## src/rtl/list_cmd_sequencer.sv

```systemverilog
// rtl/list_cmd_sequencer.sv - issues one list command at a time and queues its responses
// Response FIFO helper plus the IDLE/ISSUE/WAIT command sequencer.

module list_rsp_fifo #(
  parameter int WIDTH = 38,
  parameter int DEPTH = 16,
  localparam int AW = $clog2(DEPTH),
  localparam int CW = $clog2(DEPTH + 1)
) (
  input  logic             clk,
  input  logic             rst,
  input  logic             push,
  input  logic [WIDTH-1:0] push_data,
  input  logic             pop,
  output logic [WIDTH-1:0] pop_data,
  output logic             empty,
  output logic [CW-1:0]    free_cnt
);

  logic [WIDTH-1:0] mem [DEPTH];
  logic [AW-1:0]    wr_ptr;
  logic [AW-1:0]    rd_ptr;
  logic [CW-1:0]    count;
  logic             do_push;
  logic             do_pop;

  assign empty    = (count == '0);
  assign free_cnt = CW'(DEPTH) - count;
  assign do_push  = push && (count != CW'(DEPTH));
  assign do_pop   = pop && !empty;
  // Zero the head when empty so the response outputs read as 0 after reset.
  assign pop_data = empty ? '0 : mem[rd_ptr];

  always_ff @(posedge clk or posedge rst) begin
    if (rst) begin
      wr_ptr <= '0;
      rd_ptr <= '0;
      count  <= '0;
    end else begin
      if (do_push) begin
        wr_ptr <= (wr_ptr == AW'(DEPTH - 1)) ? '0 : wr_ptr + 1'b1;
      end
      if (do_pop) begin
        rd_ptr <= (rd_ptr == AW'(DEPTH - 1)) ? '0 : rd_ptr + 1'b1;
      end
      if (do_push && !do_pop) begin
        count <= count + 1'b1;
      end else if (do_pop && !do_push) begin
        count <= count - 1'b1;
      end
    end
  end

  always_ff @(posedge clk) begin
    if (do_push) begin
      mem[wr_ptr] <= push_data;
    end
  end

endmodule

module list_cmd_sequencer #(
  parameter int DATA_WIDTH = 32,
  parameter int LENGTH     = 8,
  parameter int RSP_DEPTH  = 16,
  parameter int TIMEOUT    = 1024,
  localparam int IW = $clog2(LENGTH),
  localparam int RW = IW + DATA_WIDTH
) (
  input  logic                  clk,
  input  logic                  rst,
  input  logic                  cmd_valid,
  output logic                  cmd_ready,
  input  logic [2:0]            cmd_op,
  input  logic [DATA_WIDTH-1:0] cmd_data,
  input  logic [IW-1:0]         cmd_index,
  output logic                  rsp_valid,
  input  logic                  rsp_ready,
  output logic [RW-1:0]         rsp_data,
  output logic                  rsp_error,
  output logic                  rsp_last,
  output logic                  rsp_timeout,
  output logic [2:0]            list_op_sel,
  output logic                  list_op_en,
  output logic [DATA_WIDTH-1:0] list_data_in,
  output logic [IW-1:0]         list_index_in,
  input  logic [RW-1:0]         list_data_out,
  input  logic                  list_op_done,
  input  logic                  list_op_in_progress,
  input  logic                  list_op_error,
  output logic                  busy
);

  localparam int FW = RW + 3;
  localparam int CW = $clog2(RSP_DEPTH + 1);
  localparam int TW = $clog2(TIMEOUT + 1);
  localparam logic [CW-1:0] SLOTS_NEEDED = CW'(LENGTH + 1);
  localparam logic [TW-1:0] WDOG_LAST    = TW'(TIMEOUT - 1);

  localparam logic [1:0] IDLE  = 2'd0;
  localparam logic [1:0] ISSUE = 2'd1;
  localparam logic [1:0] WAIT  = 2'd2;

  logic [1:0]    state;
  logic          seen_busy;
  logic [TW-1:0] wdog;
  logic          cmd_fire;
  logic          final_hit;
  logic          inter_hit;
  logic          tmo_hit;
  logic          rsp_push;
  logic [FW-1:0] rsp_word;
  logic [FW-1:0] head_word;
  logic          rsp_empty;
  logic [CW-1:0] free_cnt;

  // Admission needs room for every response one command can produce (up to LENGTH matches + final).
  assign cmd_ready  = !rst && (state == IDLE) && (free_cnt >= SLOTS_NEEDED);
  assign cmd_fire   = cmd_valid && cmd_ready;
  assign list_op_en = (state == ISSUE);
  assign busy       = (state == ISSUE) || (state == WAIT);

  assign final_hit = (state == WAIT) && !list_op_in_progress && (list_op_done || seen_busy);
  assign inter_hit = (state == WAIT) && list_op_done && list_op_in_progress;
  assign tmo_hit   = (state == WAIT) && (wdog == WDOG_LAST);

  // Word layout: {data, error, last, timeout}. A real final wins over the watchdog.
  always_comb begin
    rsp_push = 1'b0;
    rsp_word = '0;
    if (final_hit) begin
      rsp_push = 1'b1;
      rsp_word = {list_data_out, list_op_error, 1'b1, 1'b0};
    end else if (tmo_hit) begin
      rsp_push = 1'b1;
      rsp_word = {{RW{1'b0}}, 1'b1, 1'b1, 1'b1};
    end else if (inter_hit) begin
      rsp_push = 1'b1;
      rsp_word = {list_data_out, list_op_error, 1'b0, 1'b0};
    end
  end

  always_ff @(posedge clk or posedge rst) begin
    if (rst) begin
      state         <= IDLE;
      list_op_sel   <= '0;
      list_data_in  <= '0;
      list_index_in <= '0;
      seen_busy     <= 1'b0;
      wdog          <= '0;
    end else begin
      case (state)
        IDLE: begin
          if (cmd_fire) begin
            list_op_sel   <= cmd_op;
            list_data_in  <= cmd_data;
            list_index_in <= cmd_index;
            state         <= ISSUE;
          end
        end
        ISSUE: begin
          seen_busy <= 1'b0;
          wdog      <= '0;
          state     <= WAIT;
        end
        WAIT: begin
          if (list_op_in_progress) begin
            seen_busy <= 1'b1;
          end
          if (final_hit || tmo_hit) begin
            state <= IDLE;
          end else begin
            wdog <= wdog + 1'b1;
          end
        end
        default: state <= IDLE;
      endcase
    end
  end

  list_rsp_fifo #(
    .WIDTH(FW),
    .DEPTH(RSP_DEPTH)
  ) u_rsp_fifo (
    .clk      (clk),
    .rst      (rst),
    .push     (rsp_push),
    .push_data(rsp_word),
    .pop      (rsp_ready),
    .pop_data (head_word),
    .empty    (rsp_empty),
    .free_cnt (free_cnt)
  );

  assign rsp_valid   = !rsp_empty;
  assign rsp_data    = head_word[FW-1:3];
  assign rsp_error   = head_word[2];
  assign rsp_last    = head_word[1];
  assign rsp_timeout = head_word[0];

endmodule

```

## config.mk

```make
export PLATFORM = sky130hd
export DESIGN_NAME = list_cmd_sequencer
export DESIGN_NICKNAME = d
export VERILOG_FILES = /design/src/rtl/list_cmd_sequencer.sv
export SDC_FILE = /design/constraint.sdc
export NUM_CORES = 1
export LEC_CHECK = 0
export CAP_MARGIN = 0
export CORE_MARGIN = 2
export CORE_UTILIZATION = 35
export DETAILED_ROUTE_END_ITERATION = 8
export GPL_TIMING_DRIVEN = 0
export MAX_ROUTING_LAYER = met4
export PLACE_DENSITY_LB_ADDON = 0.3
export SLEW_MARGIN = 20
export SYNTH_ARGS = -nofsm -noshare
export SYNTH_HDL_FRONTEND = slang
export SYNTH_SLANG_ARGS = --single-unit
```

## constraint.sdc

```tcl
create_clock -name clk -period 4.3 [get_ports clk]
set_input_delay 0.43 -clock clk [delete_from_list [all_inputs] [get_ports clk]]
set_output_delay 0.43 -clock clk [all_outputs]
set_load 0.05 [all_outputs]
```

==> impl_metrics.csv, run 1 <==
group,metric,value,unit
die,fp.dieArea,77980,um2
grt,grt_pass1_vias,14040,
timing,drv_slew,0,
logic_synthesis,synth_nets,1337,
grt,antenna_found_initial,5,
setup_path,worstPathMaxFanout,10,
timing,timing.final.ws_setup,0.1675,ns
logic_synthesis,yosysWarnings,0,
final_layout,drive_above_1_share,0.2406,
final_layout,multi_input_area,6339,um2
timing,rsz0062_at_grt,"no",
die,fp-row-count,100,
die,ios,160,
run,max_cap_viol_count,0,
route,antenna_left,0,
clock_network,tritoncts,"yes",
final_layout,finalNetCount,1586,
timing,min_period,4.133,ns
timing,finalClockSkew,0.02051,ns
logic_synthesis,synth_edf_count,608,
logic_synthesis,synth_top_area_share,0.6886,
placed_design,place_area,29770,um2
logic_synthesis,yosys-top-cells-area,"edfxtp_1, mux4_2, dfrtp_1, mux2i_1, mux2_4",
setup_path,crit_start,"u_rsp_fifo.count[0]",
timing,setup_viol,0,
setup_path,crit_path_end_kind,"output port",
route,wl_per_cell,23.96,um
final_layout,post-route-cell-area,31920,um2
route,drc,0,
die,start_util,0.3550,
route,vias_per_cell,5.184,
clock_network,clk_pin_slew,0.06,ns
grt,gr-usage-all-layers,0.1613,
logic_synthesis,synth_commonest_cells,"edfxtp_1, mux4_2, mux2i_1, dfrtp_1, and2_1",
logic_synthesis,syn_area,26520,um2
timing,slew_headroom,0.2646,
hold_path,min_path_type,"in2async",
final_layout,syn2layout_area_growth,20.38,%
final_layout,fillers,6396,
setup_path,worstSetupStartpointType,"flip-flop",
power_and_ir_drop,leakage,10.68,nW
timing,worst_pin_slew,1.099,ns
timing,fin_crit_sh,0.9610,
route,drtPass1Iterations,5,
timing,setup-tns-final,0,ns
grt,grt_overflow,0,
grt,grt_max_degree,43,
clock_network,numCtsBuffers,70,
grt,grt_pass1_wl,89.56,mm
clock_network,insertion_delay,0.61,ns
timing,fmax,242.0,MHz
timing,fin_hold_ws,0.1531,ns
placed_design,numPortBuffers,159,
final_layout,stdcell_count,2510,
clock_network,cts.path.max_buffers,3,
setup_path,crit_type,"reg2out",
placed_design,dp_hpwl,37.03,mm
setup_path,rr_startpoint,"u_rsp_fifo.count[0]",
final_layout,ff_latch_area,19880,um2
placed_design,gp_congestion,0.7180,
timing,finalHoldViolations,0,
logic_synthesis,synthFlopType,"edfxtp_1",
die,core_area,74700,um2
die,die-width,279.2,um
clock_network,cts-root-buf,"clkbuf_16",
logic_synthesis,seq_area_frac_synth,0.7499,
power_and_ir_drop,worst_ir_drop_vdd,0.4332,mV
logic_synthesis,synth.avg_cell_area,21.40,um2
logic_synthesis,postSynthCellCount,1239,
setup_path,crit_required,3.87,ns
placed_design,placed_cells,2385,
logic_synthesis,yosysMostFrequentCell,"edfxtp_1",
logic_synthesis,synth.distinct_cells,57,
clock_network,cts_max_level,3,
die,die_h,279.2,um
route,vias,13010,
placed_design,detailedPlace.worstSlack,-0.1187,ns
power_and_ir_drop,p_per_area,680.7,nW/um2
route,drt-initial-drc-count,1097,
logic_synthesis,synth.largest_area_cell,"edfxtp_1",
logic_synthesis,synthArstFlopShare,0.09658,
run_status,run_status,"complete, no violations",
route,finalWirelength,60.13,mm
logic_synthesis,synth_seq_cells,673,
setup_path,arrival,3.70,ns
clock_network,cts.sinks,673,
==> layout make-up <==
cell class	count	share of cell area
tap	969	0.03798
antenna	3	0.0002352
clock buffer	94	0.05966
multi-input combinational	487	0.1986
sequential	673	0.6229
timing repair buffer	177	0.06033
buffer	63	0.01058
inverter	16	0.001960
clock inverter	28	0.007722
==> layout by cell type, fill, tap and decap left out, types with 12 or more instances in the layout <==
cell type / instances
inv_1: 15
dfrtp_1: 65
mux2_4: 20
clkdlybuf4s50_1: 126
clkbuf_2: 18
nand2_1: 15
dlygate4sd2_1: 24
clkbuf_16: 72
buf_12: 17
and3_4: 12
and2_1: 36
ha_1: 17
clkbuf_1: 41
edfxtp_1: 608
mux2_2: 21
o22ai_1: 38
mux4_2: 152
buf_2: 19
mux2i_1: 80
==> cells by family after synthesis <==
logic type | Yosys count | share of synthesized area
flip-flops | 673 | 0.7499
multiplexers | 273 | 0.1795
AND/OR/NAND/NOR | 100 | 0.02222
AO/OA/AOI/OAI | 88 | 0.02293
buffers and inverters | 79 | 0.01397
adder cells (fa/ha/maj) | 18 | 0.008777
XOR/XNOR | 8 | 0.002643
==> stage by stage <==
step           utilization  power (mW)
5_1_grt             0.4273       22.68
6_report            0.4273       21.73
2_1_floorplan            -       13.70
4_1_cts             0.4272       22.04
3_5_place_dp        0.3985       16.48
3_3_place_gp        0.3925       16.36
==> worst paths after layout <==
kind	slack, ns	endpoint	cells past startpoint
max	0.17	rsp_data[21]	9
max in group asynchronous	3.58	wdog[2]	3
min	0.15	list_data_in[26]	2
max reg2reg	0.85	u_rsp_fifo.count[4]	14
min reg2reg	0.49	wdog[9]	1
min in group clk	0.43	list_data_in[21]	2
==> critical path: stages, from the launching register on <==
cell and delay [ns]:
dfrtp_1 0.51, inv_1 0.08, ha_1 0.23, nor3b_1 0.16, ha_1 0.23, or2_2 0.35
clkbuf_2 0.28, clkbuf_2 0.37, o22ai_1 0.32, dlygate4sd2_1 0.57
==> power by group <==
part           internal, mW  total [mW]  switching, mW
Sequential             7.65        7.89          0.236
Combinational          3.09        8.13           5.04
Clock                  3.25        5.71           2.46
==> per-layer routing <==
layer | share of wire | global-route usage | wire length (um) | vias to the layer above
met5 | 0 | - | 0 | -
met4 | 0.025 | 0.04439 | 1508 | 0
met3 | 0.065 | 0.03682 | 3925 | 95
met2 | 0.49 | 0.2597 | 29450 | 394
met1 | 0.42 | 0.2060 | 25250 | 6875
li1 | - | - | - | 5647
==> registers in the layout, indices dropped and copies added (netlist names) <==
name	flops
u_rsp_fifo.wr_ptr	4
wdog	11
u_rsp_fifo.count	5
seen_busy	1
u_rsp_fifo.mem	608
state	2
list_index_in	3
list_data_in	32
u_rsp_fifo.rd_ptr	4
list_op_sel	3
==> what timing repair did <==
action,CTS,global route
setup endpoints to repair,38,9
hold buffers,0,0
gates resized for setup,46,16
setup buffers,0,0
endpoints found under the hold margin,0,0
Note: power is estimated with default switching activity, not from simulation.
==> inputs of run 2 (changes only) <==
- CORE_ASPECT_RATIO: not set -> 1.5
==> run 2 against run 1 <==
Combinational power increased by 0.5%. First-iteration DRC count fell by 28%. Clock power down 3%. Sequential power hardly changed. Wire length up 2.7%. Register-to-register slack got worse by 0.10 ns. Critical endpoint is now rsp_data[31]. Highest routed layer unchanged.
==> impl_metrics.csv, run 2 (synthesized netlist as in run 1, its figures left out) <==
group,metric,value,unit
die,start_util,0.3538,
clock_network,insertion_delay,0.63,ns
setup_path,crit_path_end_kind,"output port",
clock_network,cts.path.max_buffers,3,
final_layout,post-route-cell-area,31780,um2
power_and_ir_drop,leakage,10.57,nW
timing,finalClockSkew,0.01676,ns
grt,antenna_found_initial,1,
run_status,run_status,"complete, no violations",
die,die-width,228.7,um
timing,setup-tns-final,0,ns
hold_path,min_path_type,"in2async",
final_layout,drive_above_1_share,0.2358,
die,die_h,341.1,um
route,drc,0,
setup_path,crit_required,3.87,ns
route,vias,12900,
clock_network,cts-root-buf,"clkbuf_16",
setup_path,crit_type,"reg2out",
grt,grt_overflow,0,
placed_design,dp_hpwl,37.02,mm
final_layout,layout_common_cells,"edfxtp_1, mux4_2, clkdlybuf4s50_1",
final_layout,finalNetCount,1573,
clock_network,post-cts-setup-buffers,0,
setup_path,max_stage_delay,0.51,ns
grt,grt_pass1_vias,14180,
final_layout,final_common_cell,"edfxtp_1",
timing,fin_crit_sh,0.9634,
clock_network,cts.sinks,673,
timing,slew_headroom,0.2464,
clock_network,cts_max_level,2,
final_layout,max_flop_register,"u_rsp_fifo.mem",
die,fp.dieArea,78020,um2
timing,fin_hold_ws,0.08662,ns
power_and_ir_drop,worst_ir_drop_vdd,0.5068,mV
final_layout,syn2layout_area_growth,19.86,%
setup_path,worstPathMaxFanout,10,
timing,finalHoldViolations,0,
route,antenna_left,0,
clock_network,tritoncts,"yes",
run,max_cap_viol_count,0,
route,finalWirelength,61.75,mm
route,drt-initial-drc-count,788,
grt,grt_max_degree,51,
grt,grt_pass1_wl,91.01,mm
placed_design,numPortBuffers,159,
die,ios,160,
placed_design,detailedPlace.worstSlack,-0.05335,ns
route,wl_per_cell,24.42,um
route,drtPass1Iterations,4,
setup_path,worstSetupStartpointType,"flip-flop",
grt,gr-usage-all-layers,0.1633,
route,vias_per_cell,5.102,
clock_network,numCtsBuffers,61,
power_and_ir_drop,p_per_area,679.0,nW/um2
clock_network,clk_pin_slew,0.07,ns
die,core_area,74950,um2
timing,timing.final.ws_setup,0.1573,ns
timing,worst_pin_slew,1.128,ns
setup_path,cp_cell_sequence,"inv_1, ha_1, nor3b_1, ha_1, or2_2, clkbuf_2, clkbuf_2, o22ai_1, clkdlybuf4s15_2",
setup_path,path_delay_family,"buffers and inverters",
die,fp-row-count,123,
placed_design,gp_congestion,0.7353,
timing,drv_slew,0,
placed_design,place_area,29760,um2
timing,min_period,4.143,ns
timing,fmax,241.4,MHz
setup_path,arrival,3.71,ns
timing,setup_viol,0,
timing,rsz0062_at_grt,"no",
final_layout,largest_reg_flops,608,
final_layout,top_regs,"u_rsp_fifo.mem (608), list_data_in (32), wdog (11)",
setup_path,slowest_stage,"dfrtp_1",
setup_path,crit_buf_inv,4,
-- run 2: changes by cell type in the layout (fill, tap and decap cells not counted), sizes merged, moves of 2 or more --
cell / change
buf: -5
bufinv: +5
clkbuf: -14
clkdlybuf4s50: +2
clkinv: -3
clkinvlp: +3
dlymetal6s2s: -2
-- run 2: path summary, 6_finish.rpt --
| check | cells past startpoint | slack, ns | start | to |
|---|---|---|---|---|
| max in group asynchronous | 3 | 3.65 | rst | wdog[9] |
| min in group clk | 2 | 0.40 | cmd_data[31] | list_data_in[31] |
| min | 2 | 0.09 | rst | list_data_in[1] |
| max | 9 | 0.16 | u_rsp_fifo.count[0] | rsp_data[31] |
| max reg2reg | 14 | 0.75 | u_rsp_fifo.count[0] | u_rsp_fifo.count[4] |
| min reg2reg | 1 | 0.49 | wdog[9] | wdog[9] |
-- run 2: report_power, final --
part | switching [mW] | internal, mW | total (mW)
clock | 2.39 | 3.13 | 5.53
combinational | 5.07 | 3.10 | 8.17
sequential | 0.235 | 7.65 | 7.88
-- run 2: repair_timing --
| action | 4_1_cts | 5_1_grt |
|---|---|---|
| endpoints found under the setup margin | 36 | 5 |
| hold buffers | 0 | 0 |
| resized for setup | 46 | 16 |
| pin swaps | 0 | 0 |
-- run 2: metrics by stage --
stage / instances / total power, mW / utilization
3_3_place_gp: 2398 / 16.39 / 0.3917
3_5_place_dp: 2412 / 16.50 / 0.3971
4_1_cts: 2527 / 21.89 / 0.4240
5_1_grt: 2528 / 22.48 / 0.4240
6_report: 2529 / 21.58 / 0.4240
2_1_floorplan: 1239 / 13.70 / -
-- run 2: cell type report --
cell class / count / area (um2)
Inverter: 16 / 62.56
Tap cell: 1000 / 1251
Clock buffer: 81 / 1654
Antenna cell: 2 / 5.005
Clock inverter: 34 / 365.4
Timing Repair Buffer: 173 / 1879
Multi-Input combinational cell: 487 / 6335
Fill cell: 6541 / 43170
Sequential cell: 673 / 19880
Buffer: 63 / 344.1
-- run 2: per-layer routing --
metal / track usage / part of all wire / up-vias
met2: 0.2879 / 0.53 / 354
met4: 0.04575 / 0.024 / 0
met1: 0.1925 / 0.40 / 6838
met5: - / 0 / -
li1: - / - / 5608
met3: 0.02766 / 0.049 / 102
